<file path="src/rtl/cic_pkg.sv">
// -----------------------------------------------------------------------------
// cic_pkg
// Shared definitions for the CIC interpolator and decimator blocks.
//   cic_state_e   : sequencing state of the interpolator (IDLE, RUN)
//   cic_acc_width : internal accumulator width for a CIC with N stages,
//                   rate change R and differential delay M
// -----------------------------------------------------------------------------
package cic_pkg;

    typedef enum logic {
        IDLE = 1'b0,
        RUN  = 1'b1
    } cic_state_e;

    // Worst-case bit growth through N comb/integrator pairs is
    // N*clog2(R*M) bits on top of the input width.
    function automatic int cic_acc_width(input int nbw_in, input int n,
                                         input int r, input int m);
        return nbw_in + n * $clog2(r * m);
    endfunction

endpackage

</file>
<file path="src/rtl/cic_integ_stage.sv">
// -----------------------------------------------------------------------------
// cic_integ_stage
// One integrator of the CIC chain: acc <= acc + add when enabled.
// Arithmetic wraps modulo 2^NBW_ACC; the CIC structure relies on that wrap.
// Ports:
//   clk  : clock
//   clr  : synchronous clear, highest priority
//   en   : accumulate enable
//   add  : value added to the accumulator
//   acc  : accumulator value
// -----------------------------------------------------------------------------
module cic_integ_stage #(
    parameter int NBW_ACC = 12
) (
    input  logic               clk,
    input  logic               clr,
    input  logic               en,
    input  logic [NBW_ACC-1:0] add,
    output logic [NBW_ACC-1:0] acc
);

    // NOTE: sequential state uses non-blocking assignments so every register
    // in the chain sees the pre-edge value of its neighbour.
    always_ff @(posedge clk) begin
        if (clr) begin
            acc <= '0;
        end else if (en) begin
            acc <= acc + add;
        end
    end

endmodule

</file>
<file path="src/rtl/cic_interp_block.sv">
// -----------------------------------------------------------------------------
// cic_interp_block
// N-stage CIC interpolator by R. Low-rate samples arrive over valid/ready,
// pass N comb stages at input rate, are zero-stuffed by R, pass N integrator
// stages at output rate and leave as one sample per i_out_en strobe.
// Optional build macro: CIC_ROUND_EN -- round half-up and saturate when the
// output is narrower than the accumulator (plain MSB truncation otherwise).
// Ports:
//   clk         : clock
//   rst_sync_n  : synchronous active-low reset
//   i_data      : input sample, signed
//   i_valid     : input sample valid
//   o_ready     : block can accept a sample this cycle
//   i_out_en    : output-rate strobe, one output per asserted cycle
//   o_data      : output sample, signed
//   o_valid     : o_data valid for one cycle
//   o_underflow : sticky, a sample was needed but the buffer was empty
// -----------------------------------------------------------------------------
module cic_interp_block
    import cic_pkg::*;
#(
    parameter int NBW_IN  = 8,
    parameter int NBI_IN  = 1,
    parameter int NBW_OUT = 8,
    parameter int NBI_OUT = 1,
    parameter int R       = 4,
    parameter int N       = 2,
    parameter int M       = 1
) (
    input  logic               clk,
    input  logic               rst_sync_n,
    input  logic [NBW_IN-1:0]  i_data,
    input  logic               i_valid,
    output logic               o_ready,
    input  logic               i_out_en,
    output logic [NBW_OUT-1:0] o_data,
    output logic               o_valid,
    output logic               o_underflow
);

    localparam int NBW_ACC = cic_acc_width(NBW_IN, N, R, M);
    localparam int NBW_PH  = $clog2(R);

    // Configuration sanity checks. The integer-bit parameters only describe
    // the fixed-point format, but they must fit inside their words.
    if (R < 2 || (R & (R - 1)) != 0) begin : g_bad_r
        $error("cic_interp_block: R must be a power of two >= 2");
    end
    if (N < 1 || N > 6) begin : g_bad_n
        $error("cic_interp_block: N must be in 1..6");
    end
    if (M < 1 || M > 2) begin : g_bad_m
        $error("cic_interp_block: M must be 1 or 2");
    end
    if (NBI_IN > NBW_IN || NBI_OUT > NBW_OUT) begin : g_bad_fmt
        $error("cic_interp_block: integer bits exceed word width");
    end

    cic_state_e        state_q, state_d;
    logic [NBW_PH-1:0] phase_q;
    logic [NBW_IN-1:0] buf_q;
    logic              buf_full;

    logic consume;     // a low-rate sample slot is taken on this strobe
    logic run_en;      // integrators/output advance on this strobe
    logic take_buf;    // the slot is filled from the buffer
    logic starve;      // the slot is filled with zero: buffer was empty
    logic load;
    logic buf_full_d;

    logic [NBW_ACC-1:0] comb_in [N+1];
    logic [NBW_ACC-1:0] stuff_q;
    logic [NBW_ACC-1:0] integ   [N];
    logic [NBW_OUT-1:0] out_next;

    // ------------------------------------------------------------------
    // Sequencing
    // ------------------------------------------------------------------
    // NOTE: every signal driven here gets a default first, so no path
    // through the case can leave a latch behind.
    always_comb begin
        state_d = state_q;
        consume = 1'b0;
        run_en  = 1'b0;
        if (i_out_en) begin
            case (state_q)
                IDLE: begin
                    // Start only once real data is present; the phase is 0.
                    if (buf_full) begin
                        consume = 1'b1;
                        run_en  = 1'b1;
                        state_d = RUN;
                    end
                end
                RUN: begin
                    run_en  = 1'b1;
                    consume = (phase_q == '0);
                end
            endcase
        end
    end

    assign take_buf   = consume & buf_full;
    assign starve     = consume & ~buf_full;
    assign load       = i_valid & o_ready;
    // A load only happens while empty, so it never collides with take_buf;
    // load still wins so a fresh sample is never dropped.
    assign buf_full_d = load | (buf_full & ~take_buf);

    always_ff @(posedge clk) begin
        if (!rst_sync_n) begin
            state_q     <= IDLE;
            phase_q     <= '0;
            buf_q       <= '0;
            buf_full    <= 1'b0;
            o_ready     <= 1'b0;
            stuff_q     <= '0;
            o_data      <= '0;
            o_valid     <= 1'b0;
            o_underflow <= 1'b0;
        end else begin
            state_q <= state_d;
            // R is a power of two, so the natural wrap gives R-1 -> 0.
            if (run_en) begin
                phase_q <= phase_q + NBW_PH'(1);
            end
            if (load) begin
                buf_q <= i_data;
            end
            buf_full <= buf_full_d;
            o_ready  <= ~buf_full_d;
            // Zero-stuffing: only the consuming strobe carries comb output.
            if (i_out_en) begin
                stuff_q <= consume ? comb_in[N] : '0;
            end
            o_valid <= run_en;
            if (run_en) begin
                o_data <= out_next;
            end
            if (starve) begin
                o_underflow <= 1'b1;
            end
        end
    end

    // ------------------------------------------------------------------
    // Comb chain at input rate; delays advance only on consumption
    // ------------------------------------------------------------------
    assign comb_in[0] = take_buf ? {{(NBW_ACC-NBW_IN){buf_q[NBW_IN-1]}}, buf_q}
                                 : '0;

    for (genvar k = 0; k < N; k++) begin : g_comb
        logic [NBW_ACC-1:0] dly [M];

        // NOTE: these small delay arrays are reset on purpose: stale history
        // would otherwise leak into the first outputs after a reset.
        always_ff @(posedge clk) begin
            if (!rst_sync_n) begin
                for (int j = 0; j < M; j++) begin
                    dly[j] <= '0;
                end
            end else if (consume) begin
                dly[0] <= comb_in[k];
                for (int j = 1; j < M; j++) begin
                    dly[j] <= dly[j-1];
                end
            end
        end

        assign comb_in[k+1] = comb_in[k] - dly[M-1];
    end

    // ------------------------------------------------------------------
    // Integrator chain at output rate
    // ------------------------------------------------------------------
    for (genvar k = 0; k < N; k++) begin : g_integ
        if (k == 0) begin : g_first
            cic_integ_stage #(.NBW_ACC(NBW_ACC)) u_integ (
                .clk (clk),
                .clr (~rst_sync_n),
                .en  (run_en),
                .add (stuff_q),
                .acc (integ[0])
            );
        end else begin : g_next
            cic_integ_stage #(.NBW_ACC(NBW_ACC)) u_integ (
                .clk (clk),
                .clr (~rst_sync_n),
                .en  (run_en),
                .add (integ[k-1]),
                .acc (integ[k])
            );
        end
    end

    // ------------------------------------------------------------------
    // Output width adaptation
    // ------------------------------------------------------------------
    if (NBW_OUT >= NBW_ACC) begin : g_out_ext
        assign out_next = NBW_OUT'($signed(integ[N-1]));
    end else begin : g_out_trunc
        localparam int SH = NBW_ACC - NBW_OUT;
`ifdef CIC_ROUND_EN
        localparam logic [NBW_ACC:0] HALF = {{NBW_ACC{1'b0}}, 1'b1} << (SH - 1);
        logic [NBW_ACC:0] rounded;
        logic [NBW_OUT:0] top;

        // One guard bit absorbs the rounding carry; if the guard and the
        // output sign disagree the result left the signed range.
        assign rounded  = {integ[N-1][NBW_ACC-1], integ[N-1]} + HALF;
        assign top      = (NBW_OUT+1)'(rounded >> SH);
        assign out_next = (top[NBW_OUT] != top[NBW_OUT-1])
                        ? {top[NBW_OUT], {(NBW_OUT-1){~top[NBW_OUT]}}}
                        : top[NBW_OUT-1:0];
`else
        assign out_next = NBW_OUT'(integ[N-1] >> SH);
`endif
    end

endmodule

</file>
<file path="config.mk">
export PLATFORM = sky130hd
export DESIGN_NAME = cic_interp_block
export DESIGN_NICKNAME = d
export VERILOG_FILES = /design/src/rtl/cic_pkg.sv /design/src/rtl/cic_integ_stage.sv /design/src/rtl/cic_interp_block.sv
export SDC_FILE = /design/constraint.sdc
export NUM_CORES = 1
export LEC_CHECK = 0
export BUFFER_PORTS_ARGS = -buffer_cell sky130_fd_sc_hd__buf_2
export CAP_MARGIN = 30
export CORE_UTILIZATION = 60
export CTS_BUF_LIST = sky130_fd_sc_hd__clkbuf_8
export DETAILED_ROUTE_END_ITERATION = 8
export GPL_TIMING_DRIVEN = 0
export HOLD_SLACK_MARGIN = 0.02
export PLACE_DENSITY = 0.78
export SLEW_MARGIN = 10
export SYNTH_ARGS = -nofsm -noshare
export SYNTH_HDL_FRONTEND = slang
export SYNTH_SLANG_ARGS = --single-unit
</file>
<file path="constraint.sdc">
create_clock -name clk -period 7.8 [get_ports clk]
set_clock_uncertainty 0.05 [all_clocks]
set_input_delay 0.39 -clock clk [delete_from_list [all_inputs] [get_ports clk]]
set_output_delay 0.39 -clock clk [all_outputs]
set_load 0.01 [all_outputs]
</file>
==> out/results.ini <==
[final_layout]
fin_nets=634
syn_to_final_growth_pct=8.83
final_cell_area_sq_mm=0.00509
num-fill-cells=631
drive_gt1_frac=0.0724
diodes=0
number_of_standard_cells_in_the_final_layout_excluding_fillers=679

[pwr]
power-per-cell-area_mw_per_mm2=177
max-vdd-ir-drop_mv=0.107
power_leakage_uw=0.00220

[floorplanning]
dieArea_sq_mm=0.00815
fp.coreArea_sq_mm=0.00741
ios=23
initial_core_util=0.631
die_height_microns=90.3
placementRows=31
floorplan.die.width_microns=90.3

[logic_synthesis]
yosys.area.top_type_share=0.252
portion_of_the_post_synthesis_area_used_by_sequential_elements=0.381
synthesis.nets=601
async_flop_share=0
mappedNetlistArea_sq_mm=0.00468
synth_common_cells=nand2_1 (91), dfxtp_1 (59), ha_1 (43)
synth_largest_area_cell=dfxtp_1
synth.area.top_cells=dfxtp_1 (25%), edfxtp_1 (13%), ha_1 (12%)
yosys_register_bits=79
synth_cell_type_count=46
syn-instance-count=542
syn_area_per_cell_sq_um=8.63
yosys_warnings=0
synth_top_flop_cell=dfxtp_1
synthMostInstantiatedCell=nand2_1
edff_count_synth=20

[flow_run]
drv.max_cap_violation_count=0

[clock_network]
post_cts_resize_count=0
clk-insertion-delay-late_ns=0.36
post-cts-setup-buffers=0
cts_tree=yes
cts_sinks=79
clock_pin_transition_on_the_worst_setup_and_hold_timing_paths_ns=0.09
post_cts_hold_buffer_count=0
cts.htree.levels=3
cts_buffers=9
clock_tree.buffer_depth=2
library_cell_used_as_clock_root_buffer=clkbuf_8

[sta]
finalHoldViolCount=0
report.final.setup_viol=0
slew_headroom=0.429
achievable-frequency_ghz=0.238
grt_setup_unrepaired=no
period_share=0.538
final-max-slew-violation-count=0
hold_slack_ns=0.220
worstMarginPinSlew_ns=0.852
post-route-min-period_ns=4.20
setup_total_negative_slack_ns=0
final.setup.worst_slack_ns=3.60

[global_routing]
grt_remaining_overflow=0
antenna_found_initial=0
total_routing_usage_reported_by_global_routing=0.264
grt_first_pass_wirelength_microns=17100
grt_pass1_vias=3685
grt_start_max_net_pins=21

[min_path]
hold_path_startpoint=i_data[6]
timing.hold.worst.class=in2reg
hold-path-endpoint=buf_q[6]
worst_hold_path.num_cells=3

[critical_path]
worst_path_dominant_cell_family=compound AO/OA/AOI/OAI gates
path_class=reg2reg
critical_path.reg2reg.startpoint=phase_q[0]
critPathMaxStageDelay_ns=0.42
crit_start=phase_q[0]
cp_data_arrival_time_ns=4.38
rr_worst_depth=22
cp_max_fo=10
rrSetupSlack_ns=3.60
critical_path.endpoint_type=flip-flop
timing.critical_path.cells=inv_1, ha_1, o21ai_0, nor2_1, clkbuf_1, nand2_1, ha_1, fa_1, nor2b_1, o21ai_1, nand2b_1, a21o_1, a21o_1, a211o_1, nand2_1, ha_1, a21oi_1, o21ai_0, a21oi_1, nand2_1, xnor2_1, o21ai_0
startpoint_type=flip-flop
worst-endpoint-required_ns=7.99
cell_with_the_largest_stage_delay_on_the_worst_path=fa_1
critPathBufInv=2
crit-reg2reg-capture=stuff_q[11]

[routing]
drt_wl_total_microns=10200
post_drt_via_cell_ratio=5.62
via_count=3813
wl_per_cell_microns=15.0
remaining_drc_errors=0
detailedRoute.firstIterationViolations=168
first_pass_iters=5
route.antenna.remaining_nets=0

[place]
dp.cells=663
gpl.final_weighted_congestion=0.899
place.detailed.hpwl_microns=7670
place_worst_setup_slack_ns=3.62
dpl_cell_area_sq_mm=0.00491
io_buffer_count=22

[outcome]
status=complete, no violations

## power breakdown
group	switching, uW	leakage [uW]	internal [uW]	total [uW]
clock	167	0.0000866	119	286
combinational	97.5	0.00143	66.4	164
sequential	11.0	0.000688	438	449
## area by class of cell
type | instances | area, sq um | area share
plain buffers | 17 | 63.8 | 0.0125
clock buffers | 9 | 124 | 0.0243
inverters | 34 | 128 | 0.0251
clock inverters | 7 | 55.1 | 0.0108
well taps | 99 | 124 | 0.0243
multi-input cells | 412 | 2710 | 0.531
flip-flops and latches | 79 | 1780 | 0.350
repair buffers | 22 | 110 | 0.0216
## routing by layer
metal / global-route usage / up-vias / routed length [microns]
met1: 0.367 / 1779 / 5130
met2: 0.411 / 69 / 4540
li1: - / 1950 / -
met5: 0 / - / 0
met3: 0.0446 / 15 / 321
met4: 0.105 / 0 / 181
## worst min-delay path, delay by kind of cell
kind | cells | cell delay [ns]
simple gates | 1 | 0.04
compound gates | 1 | 0.06
buf+inv | 1 | 0.09
## per-stage QoR
step | utilization | power, uW
after CTS | 0.687 | 902
after global routing | 0.687 | 939
after global placement | 0.663 | 615
after detailed placement | 0.663 | 622
final | 0.687 | 899
after floorplan | - | 580
## flip-flops by register name, indices dropped and copies added (netlist names), 2 cells and up
register,flops
stuff_q,12
g_comb.dly,20
buf_q,8
g_integ.g_next.u_integ.acc,12
g_integ.g_first.u_integ.acc,12
phase_q,2
o_data,8
## kinds of logic after synthesis
family | after synthesis | synth area share
flip-flops | 79 | 0.381
XOR/XNOR | 24 | 0.0449
AO/OA/AOI/OAI | 141 | 0.196
AND/OR/NAND/NOR | 197 | 0.199
buffers and inverters | 51 | 0.0409
multiplexers | 3 | 0.00642
adder cells (fa/ha/maj) | 47 | 0.132
## cell usage in the layout, fill, tap and decap left out, types with 7 or more instances in the layout
master | synthesis | final
nor2b_1 | 10 | 10
dfxtp_1 | 59 | 59
clkbuf_1 | 17 | 17
a21boi_0 | 28 | 28
nand3_1 | 12 | 12
xor2_1 | 12 | 12
and2_1 | 13 | 13
edfxtp_1 | 20 | 20
a21oi_1 | 31 | 31
and3_1 | 18 | 18
o21ai_0 | 36 | 36
o21a_1 | 8 | 8
clkbuf_8 | 0 | 9
nand2b_1 | 15 | 15
buf_2 | 0 | 22
nand2_1 | 91 | 91
nor2_1 | 23 | 23
nor3_1 | 7 | 7
ha_1 | 43 | 43
inv_1 | 34 | 34
xnor2_1 | 12 | 12
## how the worst max path moves through the flow
stage | endpoint | cells past startpoint
5_1_grt | stuff_q[11] | 22
6_report | stuff_q[11] | 22
3_5_place_dp | stuff_q[10] | 21
3_3_place_gp | stuff_q[11] | 22
4_1_cts | stuff_q[11] | 22
2_1_floorplan | stuff_q[11] | 21
No activity file was read; power rests on OpenSTA's default activity.
